$ cat src/rtl/mf8_pcctl_if.sv
// mf8_pcctl_if: decode/PC-unit bundle seen by the mf8 control-flow sequencer.
//   master : decode stage + PC unit (drives instruction, PC, interrupt request)
//   slave  : mf8_pcctl (drives Pause/RJmp/Offs_Out, Irq_Ack, Ie, Stk_Err)
// STALL_W must match the STALL_W of the mf8_pcctl instance it is bound to.
interface mf8_pcctl_if #(parameter int STALL_W = 2);
  logic               Inst_Valid;
  logic [2:0]         Inst_Kind;
  logic [11:0]        Inst_Offs;
  logic               Br_Taken;
  logic [STALL_W-1:0] Stall_Cycles;
  logic [11:0]        PC;
  logic               Irq_Req;
  logic [11:0]        Irq_Vec;
  logic               Pause;
  logic               RJmp;
  logic [11:0]        Offs_Out;
  logic               Irq_Ack;
  logic               Ie;
  logic               Stk_Err;

  modport master (
    output Inst_Valid, Inst_Kind, Inst_Offs, Br_Taken, Stall_Cycles, PC, Irq_Req, Irq_Vec,
    input  Pause, RJmp, Offs_Out, Irq_Ack, Ie, Stk_Err
  );

  modport slave (
    input  Inst_Valid, Inst_Kind, Inst_Offs, Br_Taken, Stall_Cycles, PC, Irq_Req, Irq_Vec,
    output Pause, RJmp, Offs_Out, Irq_Ack, Ie, Stk_Err
  );
endinterface

$ cat src/rtl/mf8_pcctl.sv
// mf8_pcctl: control-flow sequencer for the mf8 program counter unit.
// Classifies the decoded instruction each cycle and drives the PC unit's
// Pause/RJmp/Offs_Out combinationally. Owns the hardware return stack
// (RCALL/RET/RETI), the MULTI stall counter and interrupt entry. Absolute
// targets (return addresses, vectors) are turned into PC-relative offsets.
//
// Ports:
//   Clk   - clock
//   Reset - synchronous, active-high
//   bus   - mf8_pcctl_if.slave: instruction/PC/interrupt inputs,
//           Pause/RJmp/Offs_Out/Irq_Ack/Ie/Stk_Err outputs
//
// Build option: define MF8_PCCTL_STKCHK_EN for a checked stack (overflow and
// underflow are refused and flagged on Stk_Err, interrupts deferred while the
// stack is full). Undefined: Stk_Err is 0 and the stack pointer wraps mod DEPTH.
module mf8_pcctl #(
  parameter int DEPTH   = 4,   // return-stack entries, 2..16
  parameter int STALL_W = 2
) (
  input logic       Clk,
  input logic       Reset,
  mf8_pcctl_if.slave bus
);

  localparam int IW  = $clog2(DEPTH);
  localparam int SPW = $clog2(DEPTH + 1);

  localparam logic [2:0] K_NORMAL = 3'd0;
  localparam logic [2:0] K_MULTI  = 3'd1;
  localparam logic [2:0] K_RJMP   = 3'd2;
  localparam logic [2:0] K_BRANCH = 3'd3;
  localparam logic [2:0] K_RCALL  = 3'd4;
  localparam logic [2:0] K_RET    = 3'd5;
  localparam logic [2:0] K_RETI   = 3'd6;
  localparam logic [2:0] K_SEI    = 3'd7;

  typedef enum logic {S_RUN, S_STALL} state_t;

  state_t                   state_q, state_d;
  logic [STALL_W-1:0]       cnt_q, cnt_d;
  logic [SPW-1:0]           sp_q, sp_d;
  logic [DEPTH-1:0][11:0]   stk_q, stk_d;
  logic                     ie_q, ie_d;
`ifdef MF8_PCCTL_STKCHK_EN
  logic                     err_q, err_d;
  logic                     full, empty;
`endif

  logic                     pause, rjmp, ack;
  logic [11:0]              offs;
  logic                     push, pop;
  logic [11:0]              push_val;
  logic [IW-1:0]            pop_idx;
  logic [11:0]              pop_val;
  logic                     pop_ok;     // pop yields a usable return address
  logic                     irq_block;  // interrupt entry refused this cycle
  logic [11:0]              jmp_offs;

  // Stack status and the entry a pop would return.
`ifdef MF8_PCCTL_STKCHK_EN
  assign full      = (sp_q == SPW'(DEPTH));
  assign empty     = (sp_q == '0);
  assign pop_ok    = !empty;
  assign irq_block = full;
  assign pop_idx   = IW'(sp_q - SPW'(1));
`else
  assign pop_ok    = 1'b1;
  assign irq_block = 1'b0;
  // Circular stack: popping an empty stack wraps to the top slot.
  assign pop_idx   = (sp_q == '0) ? IW'(DEPTH - 1) : IW'(sp_q - SPW'(1));
`endif
  assign pop_val  = stk_q[pop_idx];
  // Relative jumps land on PC+k+1.
  assign jmp_offs = bus.Inst_Offs + 12'd1;

  always_comb begin
    pause    = 1'b1;
    rjmp     = 1'b0;
    offs     = '0;
    ack      = 1'b0;
    state_d  = state_q;
    cnt_d    = cnt_q;
    sp_d     = sp_q;
    stk_d    = stk_q;
    ie_d     = ie_q;
`ifdef MF8_PCCTL_STKCHK_EN
    err_d    = err_q;
`endif
    push     = 1'b0;
    pop      = 1'b0;
    push_val = '0;

    // During Reset the defaults (hold PC, no jump) are what the PC unit sees.
    if (!Reset) begin
      unique case (state_q)
        S_RUN: begin
          if (bus.Irq_Req && ie_q && !irq_block) begin
            // Interrupt entry beats any instruction; the instruction at PC
            // is not executed and PC itself is the return address.
            push     = 1'b1;
            push_val = bus.PC;
            pause    = 1'b0;
            rjmp     = 1'b1;
            offs     = bus.Irq_Vec - bus.PC;
            ack      = 1'b1;
            ie_d     = 1'b0;
          end else if (bus.Inst_Valid) begin
            case (bus.Inst_Kind)
              K_NORMAL: pause = 1'b0;
              K_SEI: begin
                pause = 1'b0;
                ie_d  = 1'b1;
              end
              K_MULTI: begin
                if (bus.Stall_Cycles == '0) begin
                  pause = 1'b0;
                end else begin
                  // This cycle plus n more; PC advances on the last one.
                  cnt_d   = bus.Stall_Cycles - STALL_W'(1);
                  state_d = S_STALL;
                end
              end
              K_RJMP: begin
                pause = 1'b0;
                rjmp  = 1'b1;
                offs  = jmp_offs;
              end
              K_BRANCH: begin
                pause = 1'b0;
                if (bus.Br_Taken) begin
                  rjmp = 1'b1;
                  offs = jmp_offs;
                end
              end
              K_RCALL: begin
                push     = 1'b1;
                push_val = bus.PC + 12'd1;
                pause    = 1'b0;
                rjmp     = 1'b1;
                offs     = jmp_offs;
              end
              K_RET, K_RETI: begin
                pop   = 1'b1;
                pause = 1'b0;
                if (pop_ok) begin
                  rjmp = 1'b1;
                  offs = pop_val - bus.PC;
                end
                if (bus.Inst_Kind == K_RETI) ie_d = 1'b1;
              end
            endcase
          end
        end
        S_STALL: begin
          // Instruction inputs and Irq_Req are ignored until back in RUN.
          if (cnt_q != '0) begin
            cnt_d = cnt_q - STALL_W'(1);
          end else begin
            pause   = 1'b0;
            state_d = S_RUN;
          end
        end
      endcase
    end

    if (push) begin
`ifdef MF8_PCCTL_STKCHK_EN
      if (full) begin
        err_d = 1'b1;
      end else begin
        stk_d[IW'(sp_q)] = push_val;
        sp_d             = sp_q + SPW'(1);
      end
`else
      // Full stack: wrap and overwrite the oldest entry.
      stk_d[IW'(sp_q)] = push_val;
      sp_d             = (sp_q == SPW'(DEPTH - 1)) ? '0 : sp_q + SPW'(1);
`endif
    end else if (pop) begin
`ifdef MF8_PCCTL_STKCHK_EN
      if (empty) err_d = 1'b1;
      else       sp_d  = sp_q - SPW'(1);
`else
      sp_d = (sp_q == '0) ? SPW'(DEPTH - 1) : sp_q - SPW'(1);
`endif
    end
  end

  always_ff @(posedge Clk) begin
    if (Reset) begin
      state_q <= S_RUN;
      cnt_q   <= '0;
      sp_q    <= '0;
      ie_q    <= 1'b0;
`ifdef MF8_PCCTL_STKCHK_EN
      err_q   <= 1'b0;
`endif
    end else begin
      state_q <= state_d;
      cnt_q   <= cnt_d;
      sp_q    <= sp_d;
      stk_q   <= stk_d;
      ie_q    <= ie_d;
`ifdef MF8_PCCTL_STKCHK_EN
      err_q   <= err_d;
`endif
    end
  end

  assign bus.Pause    = pause;
  assign bus.RJmp     = rjmp;
  assign bus.Offs_Out = offs;
  assign bus.Irq_Ack  = ack;
  assign bus.Ie       = ie_q;
`ifdef MF8_PCCTL_STKCHK_EN
  assign bus.Stk_Err  = err_q;
`else
  assign bus.Stk_Err  = 1'b0;
`endif

endmodule

$ cat src/flat_wrapper.sv
// flat-port wrapper written by rule: the top's interface ports become plain ports
module mf8_pcctl_flat 
#(
  parameter int DEPTH   = 4,                                 
  parameter int STALL_W = 2
)
  (Clk, Reset, bus_Inst_Valid, bus_Inst_Kind, bus_Inst_Offs, bus_Br_Taken, bus_Stall_Cycles, bus_PC, bus_Irq_Req, bus_Irq_Vec, bus_Pause, bus_RJmp, bus_Offs_Out, bus_Irq_Ack, bus_Ie, bus_Stk_Err);
  mf8_pcctl_if #(.STALL_W(STALL_W)) bus_i ();
  input logic Clk;
  input logic Reset;
  input wire logic [$bits(bus_i.Inst_Valid)-1:0] bus_Inst_Valid;
  input wire logic [$bits(bus_i.Inst_Kind)-1:0] bus_Inst_Kind;
  input wire logic [$bits(bus_i.Inst_Offs)-1:0] bus_Inst_Offs;
  input wire logic [$bits(bus_i.Br_Taken)-1:0] bus_Br_Taken;
  input wire logic [$bits(bus_i.Stall_Cycles)-1:0] bus_Stall_Cycles;
  input wire logic [$bits(bus_i.PC)-1:0] bus_PC;
  input wire logic [$bits(bus_i.Irq_Req)-1:0] bus_Irq_Req;
  input wire logic [$bits(bus_i.Irq_Vec)-1:0] bus_Irq_Vec;
  output wire logic [$bits(bus_i.Pause)-1:0] bus_Pause;
  output wire logic [$bits(bus_i.RJmp)-1:0] bus_RJmp;
  output wire logic [$bits(bus_i.Offs_Out)-1:0] bus_Offs_Out;
  output wire logic [$bits(bus_i.Irq_Ack)-1:0] bus_Irq_Ack;
  output wire logic [$bits(bus_i.Ie)-1:0] bus_Ie;
  output wire logic [$bits(bus_i.Stk_Err)-1:0] bus_Stk_Err;
  assign bus_i.Inst_Valid = bus_Inst_Valid;
  assign bus_i.Inst_Kind = bus_Inst_Kind;
  assign bus_i.Inst_Offs = bus_Inst_Offs;
  assign bus_i.Br_Taken = bus_Br_Taken;
  assign bus_i.Stall_Cycles = bus_Stall_Cycles;
  assign bus_i.PC = bus_PC;
  assign bus_i.Irq_Req = bus_Irq_Req;
  assign bus_i.Irq_Vec = bus_Irq_Vec;
  assign bus_Pause = bus_i.Pause;
  assign bus_RJmp = bus_i.RJmp;
  assign bus_Offs_Out = bus_i.Offs_Out;
  assign bus_Irq_Ack = bus_i.Irq_Ack;
  assign bus_Ie = bus_i.Ie;
  assign bus_Stk_Err = bus_i.Stk_Err;
  mf8_pcctl #(.DEPTH(DEPTH), .STALL_W(STALL_W)) u_core (.Clk(Clk), .Reset(Reset), .bus(bus_i));
endmodule
$ cat config.mk
export PLATFORM = sky130hd
export DESIGN_NAME = mf8_pcctl_flat
export DESIGN_NICKNAME = d
export VERILOG_FILES = /design/src/rtl/mf8_pcctl_if.sv /design/src/rtl/mf8_pcctl.sv /design/src/flat_wrapper.sv
export SDC_FILE = /design/constraint.sdc
export NUM_CORES = 1
export LEC_CHECK = 0
export BUFFER_PORTS_ARGS = -buffer_cell sky130_fd_sc_hd__buf_2
export CAP_MARGIN = 15
export CORE_UTILIZATION = 23
export CTS_CLUSTER_SIZE = 14
export DETAILED_ROUTE_END_ITERATION = 12
export GPL_ROUTABILITY_DRIVEN = 0
export PLACE_DENSITY_LB_ADDON = 0.15
export SLEW_MARGIN = 20
export SYNTH_ARGS = -nofsm -noshare
export SYNTH_HDL_FRONTEND = slang
export SYNTH_SLANG_ARGS = --single-unit
$ cat constraint.sdc
create_clock -name Clk -period 4.75 [get_ports Clk]
set_input_delay 0.7125 -clock Clk [delete_from_list [all_inputs] [get_ports Clk]]
set_output_delay 0.7125 -clock Clk [all_outputs]
set_load 0.01 [all_outputs]
=== Word level (Yosys, flattened, before mapping) ===
Index checks and enable logic that the tools add are counted.

* Word-level logic and storage cells: 112
* Bits of input ports: 46
* Register bits after elaboration: 55
* Output and inout port bits: 17

* Equality and inequality tests: 14
* $lt $le $gt $ge: 3
* Add/sub/neg operators: 8
* Reduce and logical (&&, ||, !) cells: 16
* Mux-type cells: 61
* Bitwise gates (word level): 2

{| class="wikitable"
|+ Operators by type and width
! kind !! number
|-
| 12-bit two-way mux || 12
|-
| 48-bit bitwise mux || 1
|-
| 12-bit case mux with 3 select lines || 1
|-
| 1-bit two-way mux || 29
|-
| 12-bit by 1-bit adder with 12-bit output, second input constant || 2
|-
| 12-bit binary-select mux with 2-bit select || 1
|-
| 12-bit demux with 2-bit select || 1
|-
| 12-bit subtractor || 2
|-
| 3-bit == test, second input constant || 4
|-
| 2-bit two-way mux || 6
|-
| 3-bit two-way mux || 4
|-
| 2-bit inequality test, second input constant || 5
|-
| 1-bit case mux with 2 select lines || 5
|-
| 3-bit by 2-bit == test with 1-bit output, second input constant || 3
|-
| 7-bit OR reduction || 1
|-
| 3-bit logical NOT || 2
|-
| 2-bit by 3-bit < comparator with 1-bit output, second input constant || 2
|-
| 2-bit nonzero test || 3
|-
| 5-bit AND reduction || 1
|-
| 2-bit case mux with 2 select lines || 1
|-
| 4-bit AND reduction || 1
|-
| 2-bit OR reduction || 2
|-
| 4-bit OR reduction || 1
|-
| 2-bit by 1-bit subtractor with 2-bit output, second input constant || 2
|-
| other kinds (10) || 12
|}

=== Longest topological paths before layout ===
* Depth in word-level cells: 10
* Mapped depth: 15
* Depth with buffers taken out: 14

=== Least setup slack after synthesis ===
Ideal clock, no wire load.

* Path kind: register -> output
* Start point: reg u_core.sp_q[0]
* End point: out bus_Offs_Out[11]
* Stages on the path, launching flop included: 14
* Required time: 4.038 ns
* Buffers on the path: 1
* Slack: 0.752 ns
* Arrival time: 3.286 ns
* Cell sequence: dfxtp_1 -> inv_1 -> ha_1 -> inv_1 -> o21ai_2 -> buf_2 -> mux4_2 -> ha_1 -> a21oi_2 -> o21ai_1 -> o32a_1 -> o31a_1 -> xnor2_1 -> a221o_1

* Word-level cells in the longest chain between the ends: 10
* Elaborated cells between the ends (all ways): 11
* Classes of those cells: add/sub (2); mux (8); reduce/logical (1)

{| class="wikitable"
|+ RTL lines
! what !! RTL line !! RTL
|-
| start, declared || mf8_pcctl.sv:41 || <nowiki>logic [SPW-1:0] sp_q, sp_d;</nowiki>
|-
| start signal, assigned || mf8_pcctl.sv:201 || <nowiki>sp_q <= sp_d;</nowiki>
|-
| 3-bit by 1-bit subtractor with 3-bit output / 3-bit logical NOT (equally long branches) || mf8_pcctl.sv:70 || <nowiki>assign pop_idx = (sp_q == '0) ? IW'(DEPTH - 1) : IW'(sp_q - SPW'(1));</nowiki>
|-
| 2-bit two-way mux * || mf8_pcctl.sv:70 ||
|-
| 12-bit binary-select mux with 2-bit select * || mf8_pcctl.sv:72 || <nowiki>assign pop_val = stk_q[pop_idx];</nowiki>
|-
| 12-bit two-way mux (implied by the code) * || mf8_pcctl.sv:72 ||
|-
| 12-bit subtractor * || mf8_pcctl.sv:147 || <nowiki>offs = pop_val - bus.PC;</nowiki>
|-
| 12-bit case mux with 3 select lines * || mf8_pcctl.sv:108 || <nowiki>case (bus.Inst_Kind)</nowiki>
|-
| 12-bit two-way mux * || mf8_pcctl.sv:107 || <nowiki>end else if (bus.Inst_Valid) begin</nowiki>
|-
| 12-bit two-way mux * || mf8_pcctl.sv:97 || <nowiki>if (bus.Irq_Req && ie_q && !irq_block) begin</nowiki>
|-
| 12-bit two-way mux * || mf8_pcctl.sv:95 || <nowiki>unique case (state_q)</nowiki>
|-
| 12-bit two-way mux * || mf8_pcctl.sv:94 || <nowiki>if (!Reset) begin</nowiki>
|-
| end, declared || flat_wrapper.sv:21 || <nowiki>output wire logic [$bits(bus_i.Offs_Out)-1:0] bus_Offs_Out;</nowiki>
|}

Every way passes the cells marked *; elsewhere a longest branch is shown, timed or not. The select of a mux whose other input is x is not followed.

=== Worst setup path after layout ===
Ends and elaborated chain as after synthesis.

==> flow_metrics.env <==
export IMPL_area_delta_synth_final_pct=17.7
export IMPL_syn_area_mm2=0.00406
export IMPL_startpoint_type="flop"
export IMPL_clkLatencyLatePin_ps=290
export IMPL_setup_viol=0
export IMPL_ctsHoldBuffers=0
export IMPL_ys_flop_type="edfxtp_1"
export IMPL_seq_area_frac_synth_pct=39.0
export IMPL_yosys_area_top_type="edfxtp_1"
export IMPL_std_cell_rows=48
export IMPL_p_per_area_mw_per_mm2=260
export IMPL_grt_pass1_vias=3387
export IMPL_num_vias=3296
export IMPL_die_w_um=135
export IMPL_syn_area_per_cell_um2=10.1
export IMPL_portBuffers=61
export IMPL_hold_start="u_core.sp_q[2]"
export IMPL_num_fill_cells=1831
export IMPL_clkTransAtPathRegs_ps=70
export IMPL_clock_sinks=55
export IMPL_p_int_uw=899
export IMPL_root_buffer="clkbuf_16"
export IMPL_pin_count=63
export IMPL_via_per_inst=4.78
export IMPL_cts_resized=0
export IMPL_drive_above_1_share_pct=20.9
export IMPL_regToRegStartpoint="u_core.bus.Ie"
export IMPL_pwr_share_seq_pct=42.8
export IMPL_ir_drop_mv=0.123
export IMPL_syn_nets=477
export IMPL_fmax_mhz=226
export IMPL_first_pass_iters=4
export IMPL_fin_setup_tns_ps=0
export IMPL_dp_cells=681
export IMPL_htreeDepth=2
export IMPL_hold_path_class="reg -> reg"
export IMPL_synth_distinct_cells=62
export IMPL_layout_min_cycle_time_ps=4430
export IMPL_layout_common_cells="buf_2 (61), edfxtp_1 (48), nor2_1 (43), ha_1 (29), nand2_1 (28)"
export IMPL_final_common_cell="buf_2"
export IMPL_track_usage_pct=14.0
export IMPL_finalNonFillerCells=689
export IMPL_grt_max_degree=18
export IMPL_overflow=0
export IMPL_power_switching_uw=341
export IMPL_p_sw_share_pct=27.5
export IMPL_grt_pass1_wl_mm=19.0
export IMPL_synth_edf_count=48
export IMPL_path_cells="inv_1 > ha_1 > inv_1 > o21ai_2 > buf_6 > mux4_2 > ha_1 > a21oi_2 > o21ai_1 > o32a_1 > o31a_1 > xnor2_1 > a221o_1 > buf_2"
export IMPL_wl_mm=12.1
export IMPL_p_leak_nw=1.80
export IMPL_post_route_drc_count=0
export IMPL_p_comb_share_pct=24.0
export IMPL_ys_ff_latch=55
export IMPL_die_h_um=135
export IMPL_outcome="complete, no violations"
export IMPL_critPathKind="reg -> out"
export IMPL_ys_warn_count=0
export IMPL_crit_required_ps=4040
export IMPL_start_util_pct=23.5
export IMPL_synthTopCellsByArea="edfxtp_1 (36%), ha_1 (8.9%), mux4_2 (6.7%)"
export IMPL_finalCritPeriodShare_pct=93.3
export IMPL_postRouteAntennaNets=0
export IMPL_hold_viol=0
export IMPL_critPathCaptureType="primary output"
export IMPL_worst_pin_slew_ps=794
export IMPL_synth_top_area_share_pct=35.5
export IMPL_wire_per_inst_um=17.6
export IMPL_cts_tree="built"
export IMPL_drt_initial_drc_count=139
export IMPL_syn_instance_count=400
export IMPL_hpwl_mm=9.72
export IMPL_post_cts_buffers=0
export IMPL_slew_headroom_pct=46.7
export IMPL_antenna_found_initial=0
export IMPL_cp_max_fo=13
export IMPL_final_util_pct=27.7
export IMPL_die_area_mm2=0.0182
export IMPL_ff_latch_area_mm2=0.00158
export IMPL_clockPowerShare_pct=33.2
export IMPL_slew_viol_final=0
export IMPL_max_cap_viol_count=0
export IMPL_multiInputGateArea_mm2=0.00231
export IMPL_clockBufferDepth=2
export IMPL_startpoint="u_core.sp_q[0]"
export IMPL_async_flop_share_pct=0
export IMPL_cts_inserted_buffers=5
export IMPL_core_mm2=0.0172
export IMPL_max_stage_delay_ps=520
export IMPL_layout_nets=540
export IMPL_antenna_cells=0
export IMPL_crit_arrival_ps=3720
export IMPL_clock_skew_final_ps=3.49
export IMPL_cp_slowest_cell="mux4_2"
export IMPL_rsz0062_at_grt="no"
## final timing paths
check,end,slack [ps],cells past startpoint
min reg2reg,u_core.sp_q[2],540,2
min,u_core.sp_q[2],540,2
max,bus_Offs_Out[11],320,14
max reg2reg,u_core.stk_q[46],2460,5
## kinds of logic after synthesis
logic type               synth area share, %
adder cells (fa/ha/maj)                 9.93
other                                 0.0924
buffers and inverters                   4.16
flip-flops                              39.0
XOR/XNOR                                7.09
AO/OA/AOI/OAI                           16.2
AND/OR/NAND/NOR                         16.4
multiplexers                            7.15
## routing by layer
metal / GRT usage, % / part of all wire (%)
met5: 0 / 0
met4: 6.24 / 3.3
met3: 1.91 / 3.8
met2: 23.9 / 47
met1: 17.5 / 46
## cell type report
class / instances / share of cell area (%)
flip-flops and latches: 55 / 33.1
repair buffers: 65 / 7.10
clock buffers: 5 / 2.62
inverters: 26 / 2.04
multi-input cells: 310 / 48.3
well taps: 225 / 5.89
clock inverters: 3 / 0.891
## synthesized netlist by cell type (7+ instances only)
master    number
nor2_1        43
xor2_1        11
o21ai_1        7
dfxtp_1        7
o21ai_0       18
xnor2_1       20
inv_1         25
edfxtp_1      48
nand2b_1       7
ha_1          29
nor3_1        10
nand2_1       28
a21oi_1       27
mux4_2        12
nand3_1        8
## power by group through the flow
stage                     sequential [mW]  combinational (mW)  clock, mW
after floorplan                     0.540               0.200          0
after global routing                0.531               0.333      0.444
after CTS                           0.530               0.301      0.424
after global placement              0.541               0.299          0
after detailed placement            0.541               0.299          0
final                               0.531               0.298      0.412
## metrics by stage
step	setup WS (ps)	total power [mW]	instance area, um^2	hold slack [ps]
3_3_place_gp	618	0.840	4600	514
3_5_place_dp	539	0.840	4600	531
6_report	318	1.24	4780	538
5_1_grt	71.5	1.31	4780	584
2_1_floorplan	752	0.740	4060	481
4_1_cts	205	1.26	4770	543
## sequential cells by signal, indices dropped and copies added (netlist names)
signal and cells:
u_core.cnt_q 2, u_core.sp_q 3, u_core.bus.Ie 1, u_core.state_q 1, u_core.stk_q 48
## worst max-delay path: cells and delay by family, from the launching register on
kind | cells | cell delay, ps
muxes | 1 | 520
buffers and inverters | 4 | 540
DFF | 1 | 350
xor gates and xnor gates | 1 | 130
adders and majority gates | 2 | 530
AOI/OAI and AO/OA | 6 | 1340
No activity file was read; power rests on OpenSTA's default activity.
